==> src/rtl/pipelined_floating_point_multiplier_if.sv <==
// Operand/result bundle for pipelined_floating_point_multiplier.
// master: operand scheduler plus result consumer; slave: the multiplier itself.
interface pipelined_floating_point_multiplier_if #(
  parameter int EXPONENT_WIDTH = 8,
  parameter int MANTISSA_WIDTH = 23,
  parameter int TAG_WIDTH      = 4
);
  localparam int W = EXPONENT_WIDTH + MANTISSA_WIDTH + 1;

  logic                 in_valid;
  logic                 in_ready;
  logic [W-1:0]         a;
  logic [W-1:0]         b;
  logic                 round_to_nearest;
  logic [TAG_WIDTH-1:0] in_tag;
  logic                 out_valid;
  logic                 out_ready;
  logic [W-1:0]         out;
  logic [TAG_WIDTH-1:0] out_tag;
  logic                 underflow_flag;
  logic                 overflow_flag;
  logic                 invalid_operation_flag;

  modport master (
    output in_valid, a, b, round_to_nearest, in_tag, out_ready,
    input  in_ready, out_valid, out, out_tag,
           underflow_flag, overflow_flag, invalid_operation_flag
  );

  modport slave (
    input  in_valid, a, b, round_to_nearest, in_tag, out_ready,
    output in_ready, out_valid, out, out_tag,
           underflow_flag, overflow_flag, invalid_operation_flag
  );
endinterface

==> src/rtl/pipelined_floating_point_multiplier.sv <==
// Three-stage valid/ready floating-point multiplier:
//   S1 unpack/classify, S2 mantissa multiply + exponent sum, S3 normalise/round/pack.
// Results are flushed to zero instead of going subnormal.
// Optional feature macro: FP_MUL_STICKY_FLAGS_EN adds flags_clear and
// sticky_underflow/sticky_overflow/sticky_invalid accumulating flags over output transfers.
module pipelined_floating_point_multiplier #(
  parameter int EXPONENT_WIDTH = 8,
  parameter int MANTISSA_WIDTH = 23,
  parameter int TAG_WIDTH      = 4
) (
  input  logic clk,
  input  logic rst,
`ifdef FP_MUL_STICKY_FLAGS_EN
  input  logic flags_clear,
  output logic sticky_underflow,
  output logic sticky_overflow,
  output logic sticky_invalid,
`endif
  pipelined_floating_point_multiplier_if.slave bus
);
  localparam int W   = EXPONENT_WIDTH + MANTISSA_WIDTH + 1;
  localparam int P   = MANTISSA_WIDTH + 1;
  localparam int PW  = 2 * P;
  localparam int EXW = EXPONENT_WIDTH + 2;

  localparam logic signed [EXW-1:0] BIAS        = EXW'((1 << (EXPONENT_WIDTH - 1)) - 1);
  localparam logic signed [EXW-1:0] ALL_ONES    = EXW'((1 << EXPONENT_WIDTH) - 1);
  localparam logic signed [EXW-1:0] ALL_ONES_M1 = EXW'((1 << EXPONENT_WIDTH) - 2);
  localparam logic [P-1:0]          HALF        = {1'b1, {MANTISSA_WIDTH{1'b0}}};

  // E4M3 has no infinity encoding spare, so its NaN uses the all-ones mantissa
  localparam logic [MANTISSA_WIDTH-1:0] NAN_FRAC =
    (EXPONENT_WIDTH == 4 && MANTISSA_WIDTH == 3) ? {MANTISSA_WIDTH{1'b1}}
                                                 : {1'b1, {(MANTISSA_WIDTH-1){1'b0}}};
  localparam logic [W-1:0] QNAN = {1'b1, {EXPONENT_WIDTH{1'b1}}, NAN_FRAC};

  // operand fields
  logic [EXPONENT_WIDTH-1:0] a_exp, b_exp;
  logic [MANTISSA_WIDTH-1:0] a_frac, b_frac;
  assign a_exp  = bus.a[W-2:MANTISSA_WIDTH];
  assign b_exp  = bus.b[W-2:MANTISSA_WIDTH];
  assign a_frac = bus.a[MANTISSA_WIDTH-1:0];
  assign b_frac = bus.b[MANTISSA_WIDTH-1:0];

  // pipeline state
  logic                      s1_valid, s1_sign, s1_rne;
  logic [EXPONENT_WIDTH-1:0] s1_ea, s1_eb;
  logic [P-1:0]              s1_ma, s1_mb;
  logic [TAG_WIDTH-1:0]      s1_tag;
  logic                      s1_a_zero, s1_a_inf, s1_a_qnan, s1_a_snan;
  logic                      s1_b_zero, s1_b_inf, s1_b_qnan, s1_b_snan;

  logic                      s2_valid, s2_sign, s2_rne;
  logic [PW-1:0]             s2_prod;
  logic signed [EXW-1:0]     s2_exp;
  logic [TAG_WIDTH-1:0]      s2_tag;
  logic                      s2_nan, s2_nan_inv, s2_zero_inf, s2_zero;

  logic                      out_valid_r, uf_r, of_r, inv_r;
  logic [W-1:0]              out_r;
  logic [TAG_WIDTH-1:0]      out_tag_r;

  // a stage may load when it is empty or when its content moves on downstream
  logic ld1, ld2, ld3, in_fire;
  assign ld3          = !out_valid_r || bus.out_ready;
  assign ld2          = !s2_valid || ld3;
  assign ld1          = !s1_valid || ld2;
  assign bus.in_ready = ld3;
  assign in_fire      = bus.in_valid && ld3;

  // S1: latch operands and classify each one
  always_ff @(posedge clk) begin
    if (rst) begin
      s1_valid <= 1'b0;
    end else if (ld1) begin
      s1_valid <= in_fire;
      if (in_fire) begin
        s1_sign   <= bus.a[W-1] ^ bus.b[W-1];
        s1_rne    <= bus.round_to_nearest;
        s1_tag    <= bus.in_tag;
        s1_ea     <= a_exp;
        s1_eb     <= b_exp;
        s1_ma     <= {|a_exp, a_frac};
        s1_mb     <= {|b_exp, b_frac};
        s1_a_zero <= (a_exp == '0) && (a_frac == '0);
        s1_b_zero <= (b_exp == '0) && (b_frac == '0);
        s1_a_inf  <= (&a_exp) && (a_frac == '0);
        s1_b_inf  <= (&b_exp) && (b_frac == '0);
        s1_a_qnan <= (&a_exp) && a_frac[MANTISSA_WIDTH-1];
        s1_b_qnan <= (&b_exp) && b_frac[MANTISSA_WIDTH-1];
        s1_a_snan <= (&a_exp) && !a_frac[MANTISSA_WIDTH-1] && (a_frac != '0);
        s1_b_snan <= (&b_exp) && !b_frac[MANTISSA_WIDTH-1] && (b_frac != '0);
      end
    end
  end

  // S2: full mantissa product, biased exponent sum and special-case summary
  always_ff @(posedge clk) begin
    if (rst) begin
      s2_valid <= 1'b0;
    end else if (ld2) begin
      s2_valid <= s1_valid;
      if (s1_valid) begin
        s2_prod     <= {{P{1'b0}}, s1_ma} * {{P{1'b0}}, s1_mb};
        s2_exp      <= $signed({2'b00, s1_ea}) + $signed({2'b00, s1_eb}) - BIAS;
        s2_sign     <= s1_sign;
        s2_rne      <= s1_rne;
        s2_tag      <= s1_tag;
        s2_nan      <= s1_a_qnan || s1_a_snan || s1_b_qnan || s1_b_snan;
        s2_nan_inv  <= s1_a_snan || s1_b_snan || (s1_a_qnan ^ s1_b_qnan);
        s2_zero_inf <= (s1_a_zero && s1_b_inf) || (s1_a_inf && s1_b_zero);
        s2_zero     <= s1_a_zero || s1_b_zero;
      end
    end
  end

  // S3 datapath
  logic                      prod_msb, round_up;
  logic [MANTISSA_WIDTH-1:0] frac;
  logic [P-1:0]              rbits, frac_r;
  logic signed [EXW-1:0]     exp_n, exp_r;
  logic [W-1:0]              res;
  logic                      res_uf, res_of, res_inv;

  // S3: normalise, round and pick the result by exception priority
  always_comb begin
    prod_msb = s2_prod[PW-1];
    frac     = prod_msb ? s2_prod[PW-2:P] : s2_prod[PW-3:P-1];
    rbits    = prod_msb ? s2_prod[P-1:0] : {s2_prod[P-2:0], 1'b0};
    round_up = s2_rne && ((rbits > HALF) || ((rbits == HALF) && frac[0]));
    frac_r   = {1'b0, frac} + {{MANTISSA_WIDTH{1'b0}}, round_up};
    exp_n    = s2_exp + {{(EXW-1){1'b0}}, prod_msb};
    exp_r    = exp_n + {{(EXW-1){1'b0}}, frac_r[MANTISSA_WIDTH]};
    res      = '0;
    res_uf   = 1'b0;
    res_of   = 1'b0;
    res_inv  = 1'b0;
    if (s2_nan) begin
      res     = QNAN;
      res_inv = s2_nan_inv;
    end else if (s2_zero_inf) begin
      res     = QNAN;
      res_inv = 1'b1;
    end else if (s2_zero) begin
      res = {s2_sign, {(W-1){1'b0}}};
    end else if (s2_exp[EXW-1] || ((s2_exp == '0) && !prod_msb)) begin
      res    = {s2_sign, {(W-1){1'b0}}};
      res_uf = 1'b1;
    end else if ((s2_exp >= ALL_ONES) || ((s2_exp == ALL_ONES_M1) && prod_msb)
                 || (exp_r == ALL_ONES)) begin
      res    = {s2_sign, {EXPONENT_WIDTH{1'b1}}, {MANTISSA_WIDTH{1'b0}}};
      res_of = 1'b1;
    end else begin
      res = {s2_sign, exp_r[EXPONENT_WIDTH-1:0], frac_r[MANTISSA_WIDTH-1:0]};
    end
  end

  // output register: holds steady while the consumer stalls
  always_ff @(posedge clk) begin
    if (rst) begin
      out_valid_r <= 1'b0;
      out_r       <= '0;
      out_tag_r   <= '0;
      uf_r        <= 1'b0;
      of_r        <= 1'b0;
      inv_r       <= 1'b0;
    end else if (ld3) begin
      out_valid_r <= s2_valid;
      if (s2_valid) begin
        out_r     <= res;
        out_tag_r <= s2_tag;
        uf_r      <= res_uf;
        of_r      <= res_of;
        inv_r     <= res_inv;
      end
    end
  end

  assign bus.out_valid              = out_valid_r;
  assign bus.out                    = out_r;
  assign bus.out_tag                = out_tag_r;
  assign bus.underflow_flag         = uf_r;
  assign bus.overflow_flag          = of_r;
  assign bus.invalid_operation_flag = inv_r;

`ifdef FP_MUL_STICKY_FLAGS_EN
  logic out_fire;
  assign out_fire = out_valid_r && bus.out_ready;

  // sticky flags: clear request loses to a transfer setting a bit in the same cycle
  always_ff @(posedge clk) begin
    if (rst) begin
      sticky_underflow <= 1'b0;
      sticky_overflow  <= 1'b0;
      sticky_invalid   <= 1'b0;
    end else begin
      sticky_underflow <= (sticky_underflow && !flags_clear) || (out_fire && uf_r);
      sticky_overflow  <= (sticky_overflow  && !flags_clear) || (out_fire && of_r);
      sticky_invalid   <= (sticky_invalid   && !flags_clear) || (out_fire && inv_r);
    end
  end
`endif
endmodule

==> src/flat_wrapper.sv <==
// flat-port wrapper written by rule: the top's interface ports become plain ports
module pipelined_floating_point_multiplier_flat 
#(
  parameter int EXPONENT_WIDTH = 8,
  parameter int MANTISSA_WIDTH = 23,
  parameter int TAG_WIDTH      = 4
)
  (clk, rst, bus_in_valid, bus_a, bus_b, bus_round_to_nearest, bus_in_tag, bus_out_ready, bus_in_ready, bus_out_valid, bus_out, bus_out_tag, bus_underflow_flag, bus_overflow_flag, bus_invalid_operation_flag);
  pipelined_floating_point_multiplier_if #(.EXPONENT_WIDTH(EXPONENT_WIDTH), .MANTISSA_WIDTH(MANTISSA_WIDTH), .TAG_WIDTH(TAG_WIDTH)) bus_i ();
  input  logic clk;
  input  logic rst;
  input wire logic [$bits(bus_i.in_valid)-1:0] bus_in_valid;
  input wire logic [$bits(bus_i.a)-1:0] bus_a;
  input wire logic [$bits(bus_i.b)-1:0] bus_b;
  input wire logic [$bits(bus_i.round_to_nearest)-1:0] bus_round_to_nearest;
  input wire logic [$bits(bus_i.in_tag)-1:0] bus_in_tag;
  input wire logic [$bits(bus_i.out_ready)-1:0] bus_out_ready;
  output wire logic [$bits(bus_i.in_ready)-1:0] bus_in_ready;
  output wire logic [$bits(bus_i.out_valid)-1:0] bus_out_valid;
  output wire logic [$bits(bus_i.out)-1:0] bus_out;
  output wire logic [$bits(bus_i.out_tag)-1:0] bus_out_tag;
  output wire logic [$bits(bus_i.underflow_flag)-1:0] bus_underflow_flag;
  output wire logic [$bits(bus_i.overflow_flag)-1:0] bus_overflow_flag;
  output wire logic [$bits(bus_i.invalid_operation_flag)-1:0] bus_invalid_operation_flag;
  assign bus_i.in_valid = bus_in_valid;
  assign bus_i.a = bus_a;
  assign bus_i.b = bus_b;
  assign bus_i.round_to_nearest = bus_round_to_nearest;
  assign bus_i.in_tag = bus_in_tag;
  assign bus_i.out_ready = bus_out_ready;
  assign bus_in_ready = bus_i.in_ready;
  assign bus_out_valid = bus_i.out_valid;
  assign bus_out = bus_i.out;
  assign bus_out_tag = bus_i.out_tag;
  assign bus_underflow_flag = bus_i.underflow_flag;
  assign bus_overflow_flag = bus_i.overflow_flag;
  assign bus_invalid_operation_flag = bus_i.invalid_operation_flag;
  pipelined_floating_point_multiplier #(.EXPONENT_WIDTH(EXPONENT_WIDTH), .MANTISSA_WIDTH(MANTISSA_WIDTH), .TAG_WIDTH(TAG_WIDTH)) u_core (.clk(clk), .rst(rst), .bus(bus_i));
endmodule
==> config.mk <==
export PLATFORM = sky130hd
export DESIGN_NAME = pipelined_floating_point_multiplier_flat
export DESIGN_NICKNAME = d
export VERILOG_FILES = /design/src/rtl/pipelined_floating_point_multiplier_if.sv /design/src/rtl/pipelined_floating_point_multiplier.sv /design/src/flat_wrapper.sv
export SDC_FILE = /design/constraint.sdc
export NUM_CORES = 2
export LEC_CHECK = 0
export CAP_MARGIN = 10
export CORE_ASPECT_RATIO = 1.2
export CORE_MARGIN = 8
export CORE_UTILIZATION = 64
export DETAILED_ROUTE_END_ITERATION = 10
export GPL_TIMING_DRIVEN = 0
export PLACE_DENSITY = 0.93
export SYNTH_ARGS = -nofsm -noshare
export SYNTH_HDL_FRONTEND = slang
export SYNTH_SLANG_ARGS = --single-unit
==> constraint.sdc <==
create_clock -name clk -period 11.6 [get_ports clk]
set_input_delay 2.9 -clock clk [delete_from_list [all_inputs] [get_ports clk]]
set_output_delay 2.9 -clock clk [all_outputs]
set_load 0.005 [all_outputs]
Word-level counts from Yosys, hierarchy flattened:

Index checks and enable logic that the tools add are counted.

* flip-flop bits (word level): 188
* bits of input ports: 73
* logic and storage cells: 115

* add/sub/neg operators: 5
* $mul: 1
* $lt $le $gt $ge: 2
* equal/unequal tests: 3
* muxes and demuxes: 18
* bitwise gates (word level): 3
* reduce and logical (&&, ||, !) cells: 51

Operators by type and width (number)
* $mux 31: 3
* $mux 32: 2
* $mul 24x24->48: 1
* $logic_not 23->1: 2
* $reduce_bool 23->1: 2
* $add 23x1->24: 1
* $eq 24x24->1 const B: 1
* $gt 24x24->1 const B: 1
* $mux 24: 1
* $mux 23: 1
* $add 10x1->10: 2
* $eq 10x9->1 const B: 2
* $logic_and 1x1->1: 17
* $logic_not 8->1: 2
* $reduce_and 8->1: 2
* $reduce_or 8->1: 2
* $logic_or 1x1->1: 14
* $mux 1: 11
* $ge 10x9->1 const B: 1
* $logic_not 10->1: 1
* $sub 10x8->10 const B: 1
* $add 8x8->9: 1
* $logic_not 1->1: 6
* $reduce_and 3->1: 2
* 3 further kinds: 4

Depth between registers and ports, before layout:

* depth after elaboration: 14
* depth in mapped cells: 27
* mapped depth without buffers: 25

Worst setup path before layout:

Ideal clock, no wire load.

* path kind: input-to-reg
* start point: input rst
* end point: register u_core.s1_a_inf, enable pin
* library setup time: 0.626 ns
* arrival: 8.783 ns
* data required time: 10.974 ns
* path slack: 2.191 ns
* stages on the path: 2
* buffers on the path: 1
* path through: clkbuf_1 nor3b_1

* cells in the longest elaborated chain, start to end: 2

Ends and longest elaborated chain
* start: declaration: line flat_wrapper.sv:11 `input logic rst;`
* $not 1->1 (no line)
* $reduce_and 3->1 (no line)
* end signal: assignment: line pipelined_floating_point_multiplier.sv:87 `s1_a_inf <= (&a_exp) && (a_frac == '0);`
* end: declaration: line pipelined_floating_point_multiplier.sv:50 `logic s1_a_zero, s1_a_inf, s1_a_qnan, s1_a_snan;`

Every way passes these cells.
A chain may end at the register's enable or synchronous reset.

Worst setup path in the final report:

* start point: register u_core.s1_ma[11]
* end point: register u_core.s2_prod[47], data pin

* cells in the longest elaborated chain, start to end: 1

Ends and longest elaborated chain
* start: declaration: line pipelined_floating_point_multiplier.sv:48 `logic [P-1:0] s1_ma, s1_mb;`
* start signal: assignment: line pipelined_floating_point_multiplier.sv:83 `s1_ma <= {|a_exp, a_frac};`
* $mul 24x24->48: line pipelined_floating_point_multiplier.sv:104 `s2_prod <= {{P{1'b0}}, s1_ma} * {{P{1'b0}}, s1_mb};`
* end signal: assignment: line pipelined_floating_point_multiplier.sv:104
* end: declaration: line pipelined_floating_point_multiplier.sv:54 `logic [PW-1:0] s2_prod;`

Every way passes these cells.

==> reports/qor.yml <==
cpMaxStageDelayCell: "clkbuf_1"
cts-root-buf: "clkbuf_16"
holdPathStages: 0
dpl_cell_area_um2: 28670
critical_path.n_buffers_inverters: 8
post_drt_wl_per_cell_um: 23.05
rsz0062_at_grt: "no"
drc_errors: 0
timing.slew.headroom_pct: 6.153
fmax_mhz: 122.8
first_pass_iters: 9
via_count: 20720
die_w_um: 202.5
synth_common_cells: "inv_1, fa_1, nand2_1, and2_1, ha_1"
ys_ff_latch: 188
worstSetupPathType: "flop to flop"
critPathTopFamily: "adder cells"
final-setup-viol-count: 0
arrival_ps: 8350
hpwl_um: 63890
yosys.cell_types.count: 81
synthCells: 2758
antenna_left: 0
die_height_um: 239.9
cts_max_level: 4
met2_usage_pct: 54.18
layout-drive-gt1-share_pct: 2.851
crit_fanout: 10
initial_core_util_pct: 64.47
met3_usage_pct: 10.59
clk_pin_slew_ps: 90
critPathLaunchType: "flop"
cts_resized: 0
synthArstFlopShare_pct: 0
syn_nets: 3501
required_ps: 11810
yosysMostFrequentCell: "inv_1"
synth_flop_cell: "edfxtp_1"
grt_max_degree: 35
cts_setup_buffers: 0
post-route-util_pct: 70.71
post-route-period-util_pct: 70.20
rrSetupSlack_ps: 3460
outcome: "completed"
timing.rr.end: "u_core.s2_prod[47]"
fin_setup_tns_ps: 0
hold_ws_ps: 437.8
use_met1_pct: 38.41
fin_skew_ps: 28.11
first_global_vias: 22370
fp.coreArea_um2: 41450
area_growth_syn_to_layout_pct: 9.668
synth_edf_count: 146
cts_tree: "yes"
vias_per_cell: 5.993
portBuffers: 112
rows: 82
gr-max-usage-layer: "met2"
gp_congestion: 1.038
clock_latency_ps: 500
fill_cells: 2818
die-area_um2: 48580
holdBufCountCts: 0
cap_violations: 0
drt-initial-drc-count: 2042
grt_pass1_wl_um: 123200
r2r_start: "u_core.s1_ma[11]"
antennaDiodeCount: 0
cts_buffers: 17
finalNetCount: 3641
period_minus_slack_ps: 8143
holdCritPathClass: "flop to flop"
yosysTopAreaCellShare_pct: 36.26
cp-end-kind: "flop"
cpPeakStageDelay_ps: 790
grt-ovfl-total: 0
totalWireLength_um: 79700
ios: 114
synth_warnings: 0
antenna_found_initial: 2
hp-start: "u_core.s1_sign"
syn-mean-instance-area_um2: 9.690
grt.total_usage_pct: 33.50
maxSlewViolCount: 0
r2r_cells: 26
min_delay_worst_endpoint: "u_core.s2_sign"
hold_violations: 0
yosys-top-cells-area: "fa_1, edfxtp_1, ha_1"
syn_area_um2: 26720
clockBufferDepth: 2
clkSinkCount: 188
tightestPinTransition_ps: 1395
synth-seq-area-share_pct: 19.55
design_area_um2: 29310
post-synth-top-area-cell: "fa_1"
-- stage by stage --
step           cells  worst slack, ps
4_1_cts         3457             3655
3_3_place_gp    3416            -1330
3_5_place_dp    3425             3688
6_report        3457             3457
2_1_floorplan   2758             2191
5_1_grt         3457             3249
-- state kept, by name, summed over array words and instances, names as in the netlist, 4 cells and up --
name                flops
u_core.bus.out_tag      4
u_core.s1_mb           24
u_core.s1_tag           4
u_core.s2_exp          10
u_core.s1_eb            8
u_core.s2_tag           4
u_core.s1_ma           24
u_core.s2_prod         48
u_core.bus.out         32
u_core.s1_ea            8
-- logic make-up (layout without fill, tap and decap cells) --
logic type / count (synthesis) / after routing / synth area share [%]
fa+ha+maj: 670 / 670 / 44.96
mux: 18 / 18 / 0.7023
simple gates: 878 / 878 / 16.46
flops: 188 / 188 / 19.55
buf+inv: 698 / 851 / 9.996
xor+xnor: 87 / 87 / 2.851
compound gates: 219 / 219 / 5.478
-- cell usage in the layout (no fill, tap or decap), types with 6 or more instances in the layout --
cell,instances
o21a_1,9
fa_1,484
a31oi_1,7
nand3_1,28
nor2_1,73
edfxtp_1,146
dfxtp_1,42
a21o_1,22
a22oi_1,17
a21oi_1,68
o21ai_0,23
nor2b_1,9
o21ai_1,6
inv_1,570
mux2i_1,12
o211ai_1,7
clkbuf_16,17
buf_6,9
xnor2_1,54
nand2b_1,10
clkdlybuf4s50_1,112
xor2_1,33
clkbuf_1,112
nand4_1,19
nand2_1,373
ha_1,186
nor4_1,24
a211oi_1,16
nor3_1,16
and2_1,291
-- worst register-to-register path, stage by stage (launching register included) --
cell and delay [ps]:
edfxtp_1 680, clkbuf_1 790, nand2_1 160, fa_1 520, inv_1 50, fa_1 470, inv_1 60, fa_1 520
inv_1 60, fa_1 500, inv_1 60, fa_1 530, inv_1 50, fa_1 480, inv_1 50, fa_1 470
inv_1 40, ha_1 380, o21ai_2 130, a21oi_1 230, nor2_1 60, or3_1 430, o2111ai_1 360, nand3_1 150
a31oi_1 280, mux2i_1 230, o311ai_1 140
-- cell type report --
class / count / area (um2) / area share [%]
multi-input combinational: 1872 / 18840 / 64.30
sequential: 188 / 5225 / 17.83
inverter: 570 / 2140 / 7.300
timing repair buffer: 121 / 1244 / 4.244
tap: 546 / 683.2 / 2.331
buffer: 128 / 531.8 / 1.814
clock buffer: 17 / 425.4 / 1.452
clock inverter: 15 / 215.2 / 0.7343
-- worst max path at each step --
stage                                start                 end  slack, ps  cells after the start
final                     u_core.s1_ma[11]  u_core.s2_prod[47]       3460                     26
after global routing      u_core.s1_ma[11]  u_core.s2_prod[47]       3250                     26
after CTS                  u_core.s1_mb[3]  u_core.s2_prod[47]       3650                     23
after detailed placement   u_core.s1_mb[3]  u_core.s2_prod[47]       3690                     23
after global placement       bus_out_ready    u_core.s1_ma[16]      -1330                      3
after floorplan                        rst     u_core.s1_a_inf       2190                      2
-- routing by layer --
metal | vias to the layer above | share of wire, %
li1 | 8759 | -
met1 | 10140 | 34
met2 | 1427 | 46
met3 | 384 | 13
met4 | 6 | 7.5
met5 | - | 0.12
Power is not shown: default switching activity piles up to over one toggle a cycle in this logic, so the estimate is an artifact.
